### src/rtl/inst_fetch_pkg.sv
// Shared types and widths for the instruction fetch stage.
// Holds the FSM state encoding and the SRAM address-bus width.
package inst_fetch_pkg;

    localparam int unsigned XLEN      = 32;
    localparam int unsigned SramAddrW = 20;
    localparam int unsigned WaitCntW  = 3;

    typedef enum logic [1:0] {
        StIdle,
        StRead,
        StValid
    } fetch_state_e;

endpackage

### src/rtl/fetch_wait_cnt.sv
// SRAM wait-state counter: loads the extra read-cycle count and counts down to zero.
// The zero flag tells the fetch FSM that the read data is ready to capture.
module fetch_wait_cnt
    import inst_fetch_pkg::*;
#(
    parameter int unsigned Width = WaitCntW
) (
    input  logic             clk,
    input  logic             rst,
    input  logic             load,
    input  logic [Width-1:0] load_val,
    input  logic             dec,
    output logic             zero
);

    logic [Width-1:0] cnt_q;
    logic [Width-1:0] cnt_d;

    always_comb begin
        cnt_d = cnt_q;
        if (load) begin
            cnt_d = load_val;
        end else if (dec && (cnt_q != '0)) begin
            cnt_d = cnt_q - Width'(1);
        end
    end

    always_ff @(posedge clk) begin
        if (rst) begin
            cnt_q <= '0;
        end else begin
            cnt_q <= cnt_d;
        end
    end

    assign zero = (cnt_q == '0);

endmodule

### src/rtl/inst_fetch.sv
// Instruction fetch stage: reads one word from an asynchronous SRAM per PC handshake
// and presents it to ID with a valid/ready handshake; FLUSH discards any fetch in flight.
module inst_fetch
    import inst_fetch_pkg::*;
#(
    parameter int unsigned WAIT_CYCLES = 1
) (
    input  logic                 clk,
    input  logic                 rst,
    input  logic                 pc_ce,
    input  logic [XLEN-1:0]      pc,
    input  logic                 flush,
    input  logic                 id_ready,
    input  logic [XLEN-1:0]      sram_data,
    output logic [SramAddrW-1:0] sram_addr,
    output logic                 sram_ce_n,
    output logic                 sram_oe_n,
    output logic                 sram_we_n,
    output logic [XLEN-1:0]      inst,
    output logic [XLEN-1:0]      inst_pc,
    output logic                 inst_valid,
    output logic                 inst_adel,
    output logic                 stall_req
);

    fetch_state_e state_q, state_d;
    logic [XLEN-1:0] addr_q;
    logic [XLEN-1:0] inst_q;
    logic [XLEN-1:0] inst_pc_q;

    logic cnt_zero;
    logic accept;
    logic capture;
    logic cnt_dec;

    assign accept  = (state_q == StIdle) && pc_ce && !flush;
    assign capture = (state_q == StRead) && cnt_zero && !flush;
    assign cnt_dec = (state_q == StRead) && !cnt_zero && !flush;

    fetch_wait_cnt #(
        .Width (WaitCntW)
    ) u_wait_cnt (
        .clk      (clk),
        .rst      (rst),
        .load     (accept),
        .load_val (WaitCntW'(WAIT_CYCLES)),
        .dec      (cnt_dec),
        .zero     (cnt_zero)
    );

    always_ff @(posedge clk) begin
        if (rst) begin
            state_q   <= StIdle;
            addr_q    <= '0;
            inst_q    <= '0;
            inst_pc_q <= '0;
        end else begin
            state_q <= state_d;
            if (accept) begin
                addr_q <= pc;
            end
            if (capture) begin
                inst_q    <= sram_data;
                inst_pc_q <= addr_q;
            end
        end
    end

    // FLUSH overrides everything; a VALID handshake with ID_READY still completes.
    always_comb begin
        state_d = state_q;
        unique case (state_q)
            StIdle: begin
                if (accept) begin
                    state_d = StRead;
                end
            end
            StRead: begin
                if (flush) begin
                    state_d = StIdle;
                end else if (cnt_zero) begin
                    state_d = StValid;
                end
            end
            StValid: begin
                if (flush || id_ready) begin
                    state_d = StIdle;
                end
            end
            default: state_d = StIdle;
        endcase
    end

    // Strobes and stall are gated by reset so they are safe before the first edge.
    always_comb begin
        sram_ce_n  = rst || (state_q != StRead);
        sram_oe_n  = rst || (state_q != StRead);
        sram_we_n  = 1'b1;
        sram_addr  = addr_q[21:2];
        inst       = inst_q;
        inst_pc    = inst_pc_q;
        inst_valid = (state_q == StValid);
        inst_adel  = (state_q == StValid) && (inst_pc_q[1:0] != 2'b00);
        stall_req  = rst || (!flush && !((state_q == StValid) && id_ready));
    end

endmodule

### config.mk
export PLATFORM = sky130hd
export DESIGN_NAME = inst_fetch
export DESIGN_NICKNAME = d
export VERILOG_FILES = /design/src/rtl/inst_fetch_pkg.sv /design/src/rtl/fetch_wait_cnt.sv /design/src/rtl/inst_fetch.sv
export SDC_FILE = /design/constraint.sdc
export NUM_CORES = 1
export LEC_CHECK = 0
export CAP_MARGIN = 30
export CORE_MARGIN = 8
export CORE_UTILIZATION = 49
export CTS_CLUSTER_DIAMETER = 150
export CTS_CLUSTER_SIZE = 16
export DETAILED_ROUTE_END_ITERATION = 12
export PLACE_DENSITY = 0.9
export SETUP_SLACK_MARGIN = 0.5
export SKIP_LAST_GASP = 1
export SYNTH_ARGS = -nofsm -noshare
export SYNTH_HDL_FRONTEND = slang
export SYNTH_HIERARCHICAL = 1
export SYNTH_SLANG_ARGS = --single-unit
### constraint.sdc
create_clock -name clk -period 3 [get_ports clk]
set_input_delay 0.6 -clock clk [delete_from_list [all_inputs] [get_ports clk]]
set_output_delay 0.6 -clock clk [all_outputs]
set_load 0.005 [all_outputs]
=== After elaboration in Yosys (flattened, before gate mapping) ===
Index checks and enable logic that the tools add are counted.

* Register bits: 101
* Input port bits: 69
* Output and inout port bits: 90
* Word-level logic and storage cells: 43

* $add $sub $neg: 1
* Eq/ne operators: 6
* Mux-type cells: 7
* Reduce and logical (&&, ||, !) cells: 23

{| class="wikitable"
|+ Operators with widths
! cell !! count
|-
| 1-bit logical AND || 10
|-
| 2-bit two-way mux || 4
|-
| 2-bit one-hot mux with 3 select lines || 1
|-
| 2-bit by 1-bit != test with 1-bit output (second input constant) || 2
|-
| 2-bit nonzero test || 2
|-
| 1-bit logical NOT || 3
|-
| 3-bit logical NOT || 1
|-
| 1-bit logical OR || 3
|-
| 3-bit != test (second input constant) || 1
|-
| 3-bit AND reduction || 1
|-
| 3-bit nonzero test || 1
|-
| 3-bit by 1-bit subtractor with 3-bit output (second input constant) || 1
|-
| 2-bit by 1-bit equality test with 1-bit output (second input constant) || 1
|-
| 2-bit equality test (second input constant) || 1
|-
| 2-bit logical NOT || 1
|-
| 1-bit two-way mux || 2
|-
| 2-bit != test (second input constant) || 1
|-
| 2-bit OR reduction || 1
|}

=== Logic depth before layout (Yosys ltp) ===
* Depth in word-level cells: 7
* Gate-level depth with buffers: 8
* Gate-level depth less buffers: 7

=== Modules after synthesis ===
The synthesis kept the hierarchy.

{| class="wikitable"
|+ Modules (own cells, without submodules)
! module !! instances !! cells each !! area an instance (um^2) !! seq. area each (um^2)
|-
| inst_fetch || 1 || 420 || 4389.2 || 1961.9
|-
| fetch_wait_cnt || 1 || 21 || 182.7 || 60.1
|}

=== Worst setup path after synthesis ===
No wires, ideal clock.

* Path kind: input to output
* From: input port rst
* To: output port sram_oe_n
* Arrival: 1.528 ns
* Data required time: 2.400 ns
* Path slack: 0.872 ns
* Stages: 4
* Buffers on the path: 3
* Path through: clkbuf_1 clkbuf_1 or3b_2 buf_4

* Longest elaborated chain between the ends: 1

{| class="wikitable"
|+ Ends and longest elaborated chain
! item !! line !! text
|-
| start: declaration || inst_fetch.sv:9 || <nowiki>input logic rst,</nowiki>
|-
| 1-bit logical OR || n/a ||
|-
| end: declaration || inst_fetch.sv:17 || <nowiki>output logic sram_oe_n,</nowiki>
|}

Every way passes these cells.

=== Worst setup path in the final report ===
* From: input port id_ready
* To: output port stall_req

* Longest elaborated chain between the ends: 4

{| class="wikitable"
|+ Ends and longest elaborated chain
! item !! line !! text
|-
| start: declaration || inst_fetch.sv:13 || <nowiki>input logic id_ready,</nowiki>
|-
| 1-bit logical AND || inst_fetch.sv:104 || <nowiki>stall_req = rst || (!flush && !((state_q == StValid) && id_ready));</nowiki>
|-
| 1-bit logical NOT || inst_fetch.sv:104 ||
|-
| 1-bit logical AND || inst_fetch.sv:104 ||
|-
| 1-bit logical OR || inst_fetch.sv:104 ||
|-
| end: declaration || inst_fetch.sv:23 || <nowiki>output logic stall_req</nowiki>
|}

Every way passes these cells.

==> impl_metrics.toml <==
[setup_path]
r2r_slack_ns = 0.83
crit_top_cell = "clkdlybuf4s50_1"
worstSetupPathType = "in -> out"
path_depth = 4
worstPathMaxFanout = 2
crit_slowest_cell = "clkdlybuf4s50_1"
setup.worst_path.end = "stall_req"
crit_buf_inv = 2
crit-reg2reg-capture = "u_wait_cnt/cnt_q[2]"
cp.arrival_ns = 1.81
rr_startpoint = "u_wait_cnt/cnt_q[0]"
start_kind = "input pin"
crit_path_start = "id_ready"
critPathRequiredTime_ns = 2.40
worstSetupEndpointType = "output port"
ff2ff_path_depth = 7
slowest_delay_ns = 0.52
worstPathCellList = "clkdlybuf4s50_1 > and3b_1 > o21bai_1 > clkdlybuf4s50_1"
cp_top_family = "buffers and inverters"

[clock_network]
post_cts_buffers = 0
cts_made_buffers = 9
clockRootBuffer = "clkbuf_8"
htree_num_levels = 3
cts_tree = "built"
postCtsHoldBufs = 0
clockBufferDepth = 2
worstSkewPairLatency_ns = 0.35
cts_resized = 0
numClockSinks = 101
clkTransAtPathRegs_ns = 0.08

[die]
die_width_um = 113
ios = 159
die-area_um2 = 12700
initial_core_util_pct = 50.0
die_h_um = 113
num_rows = 35
coreArea_um2 = 9150

[detailed_routing]
post-route-drc-count = 0
vias_per_cell = 4.84
drtAntennaViolNets = 0
drtIter0Drc = 109
drt-pass1-iter-count = 4
drt-total-wl_um = 10600
wl_per_cell_um = 15.6
num_vias = 3285

[finish]
multi_input_area_um2 = 2200
final_nets = 635
regArea_um2 = 2020
layout-drive-gt1-share_pct = 4.40
syn2layout_area_growth_pct = 37.1
fillers = 670
diodes = 0
final_util_pct = 68.5

[sta]
fin_setup_tns_ns = 0
relSlewSlack_pct = 53.7
fin_crit_ns = 2.41
rsz0062_at_grt = "no"
period_share_pct = 80.5
tightest_slew_ns = 0.685
setup_viol = 0
clock.fmax_mhz = 414
hold_ws_ns = 0.476
maxSlewViolCount = 0
fin_worst_skew_ns = 0.0131
hold_viol_final = 0

[yosys]
synth.cell_area_um2 = 4570
syn_inst = 441
synth_ff_type = "dfxtp_1"
ys_seq_elements = 101
async_flop_share_pct = 0
avgSynthCellArea_um2 = 10.4
ys_warn_count = 6
synth_edf_count = 0
ys_seq_area_share_pct = 44.2
synth_cell_type_count = 28

[grt]
grt_max_degree = 166
grt_pass1_vias = 3480
antenna_found_initial = 0
grt_overflow = 0
grt_pass1_wl_um = 17000
grtUsageTotal_pct = 16.4

[status]
status = "finished, final reports clean"

[hold_path]
hp-class = "reg -> reg"
min_path_cells = 2

[pwr]
p_leak_nw = 2.23
p_per_area_nw_per_um2 = 432
ir_worst_vdd_mv = 0.269
total_power_mw = 2.71

[placed_design]
hpwl_um = 7760
place.gp.congestion = 0.723
numPortBuffers = 157

[job]
maxCapViolations = 0
## worst reg2reg max path, stage by stage (launching register included)
cell and delay (ns):
dfxtp_1 0.35, inv_1 0.05, ha_1 0.20, ha_1 0.22, nor4b_1 0.63, nand2b_4 0.13
or3_1 0.34, a31oi_1 0.17
## report_power, final
group | internal (mW) | total (mW) | leakage [nW] | switching [mW]
Sequential | 1.38 | 1.40 | 0.819 | 0.0185
Clock | 0.551 | 0.982 | 0.110 | 0.431
Combinational | 0.215 | 0.332 | 1.30 | 0.117
## per-stage QoR
step	setup slack, ns	std cells	cell area (µm²)
3_5_place_dp	0.579	663	6010
4_1_cts	0.583	678	6240
2_1_floorplan	0.872	443	4580
5_1_grt	0.539	679	6270
3_3_place_gp	0.594	663	6010
6_report	0.586	679	6270
## registers in the layout, summed over array words and instances, names as in the netlist
register,flops
inst,32
inst_pc,32
u_wait_cnt/cnt_q,3
addr_q,32
state_q,2
## cell usage in the layout, fill, tap and decap left out, types with 2 or more instances in the layout
master / n
nand2b_1: 160
clkdlybuf4s50_1: 156
dfxtp_1: 101
mux2i_1: 96
clkbuf_8: 9
conb_1: 4
inv_1: 4
bufinv_16: 3
buf_12: 3
o21a_1: 2
a21oi_1: 2
clkbuf_1: 2
buf_4: 2
nand2_1: 2
nand3b_1: 2
or3_1: 2
a31oi_1: 2
ha_1: 2
## layer usage
metal | routed length (µm) | GRT usage [%] | vias up
li1 | - | - | 1649
met1 | 4320 | 17.5 | 1547
met2 | 5460 | 30.0 | 82
met3 | 716 | 4.99 | 7
met4 | 110 | 5.40 | 0
met5 | 0 | 0 | -
## Yosys cell counts, drive strengths merged (4+ instances only)
cell | n | area, µm²
clkbuf | 18 | 67.6
nand2b | 161 | 1010
inv | 4 | 15.0
buf | 34 | 285
mux2i | 96 | 961
dfxtp | 101 | 2020
## worst min path at each step
stage	start	slack (ns)	end
floorplan	addr_q[31]	0.46	addr_q[31]
global placement	inst_pc[27]	0.46	inst_pc[27]
detailed placement	inst_pc[17]	0.46	inst_pc[17]
CTS	inst[28]	0.48	inst[28]
global route	inst_pc[11]	0.50	inst_pc[11]
finish	inst[28]	0.48	inst[28]
## layout make-up
cell class	instances	area share, %
sequential	101	32.3
multi-input combinational	286	35.1
inverter	4	0.240
clock inverter	4	1.56
timing repair buffer	162	26.5
tap	111	2.22
clock buffer	11	2.10
## cell families (layout without fill, tap and decap cells)
group / Yosys count / after routing / synth area share, %
other: 2 / 4 / 0.164
adder cells (fa/ha/maj): 2 / 2 / 0.547
AO/OA/AOI/OAI: 8 / 8 / 1.20
AND/OR/NAND/NOR: 175 / 175 / 24.6
flip-flops: 101 / 101 / 44.2
multiplexers: 96 / 96 / 21.0
buffers and inverters: 56 / 181 / 8.05
XOR/XNOR: 1 / 1 / 0.192
Note: power is estimated with default switching activity, not from simulation.
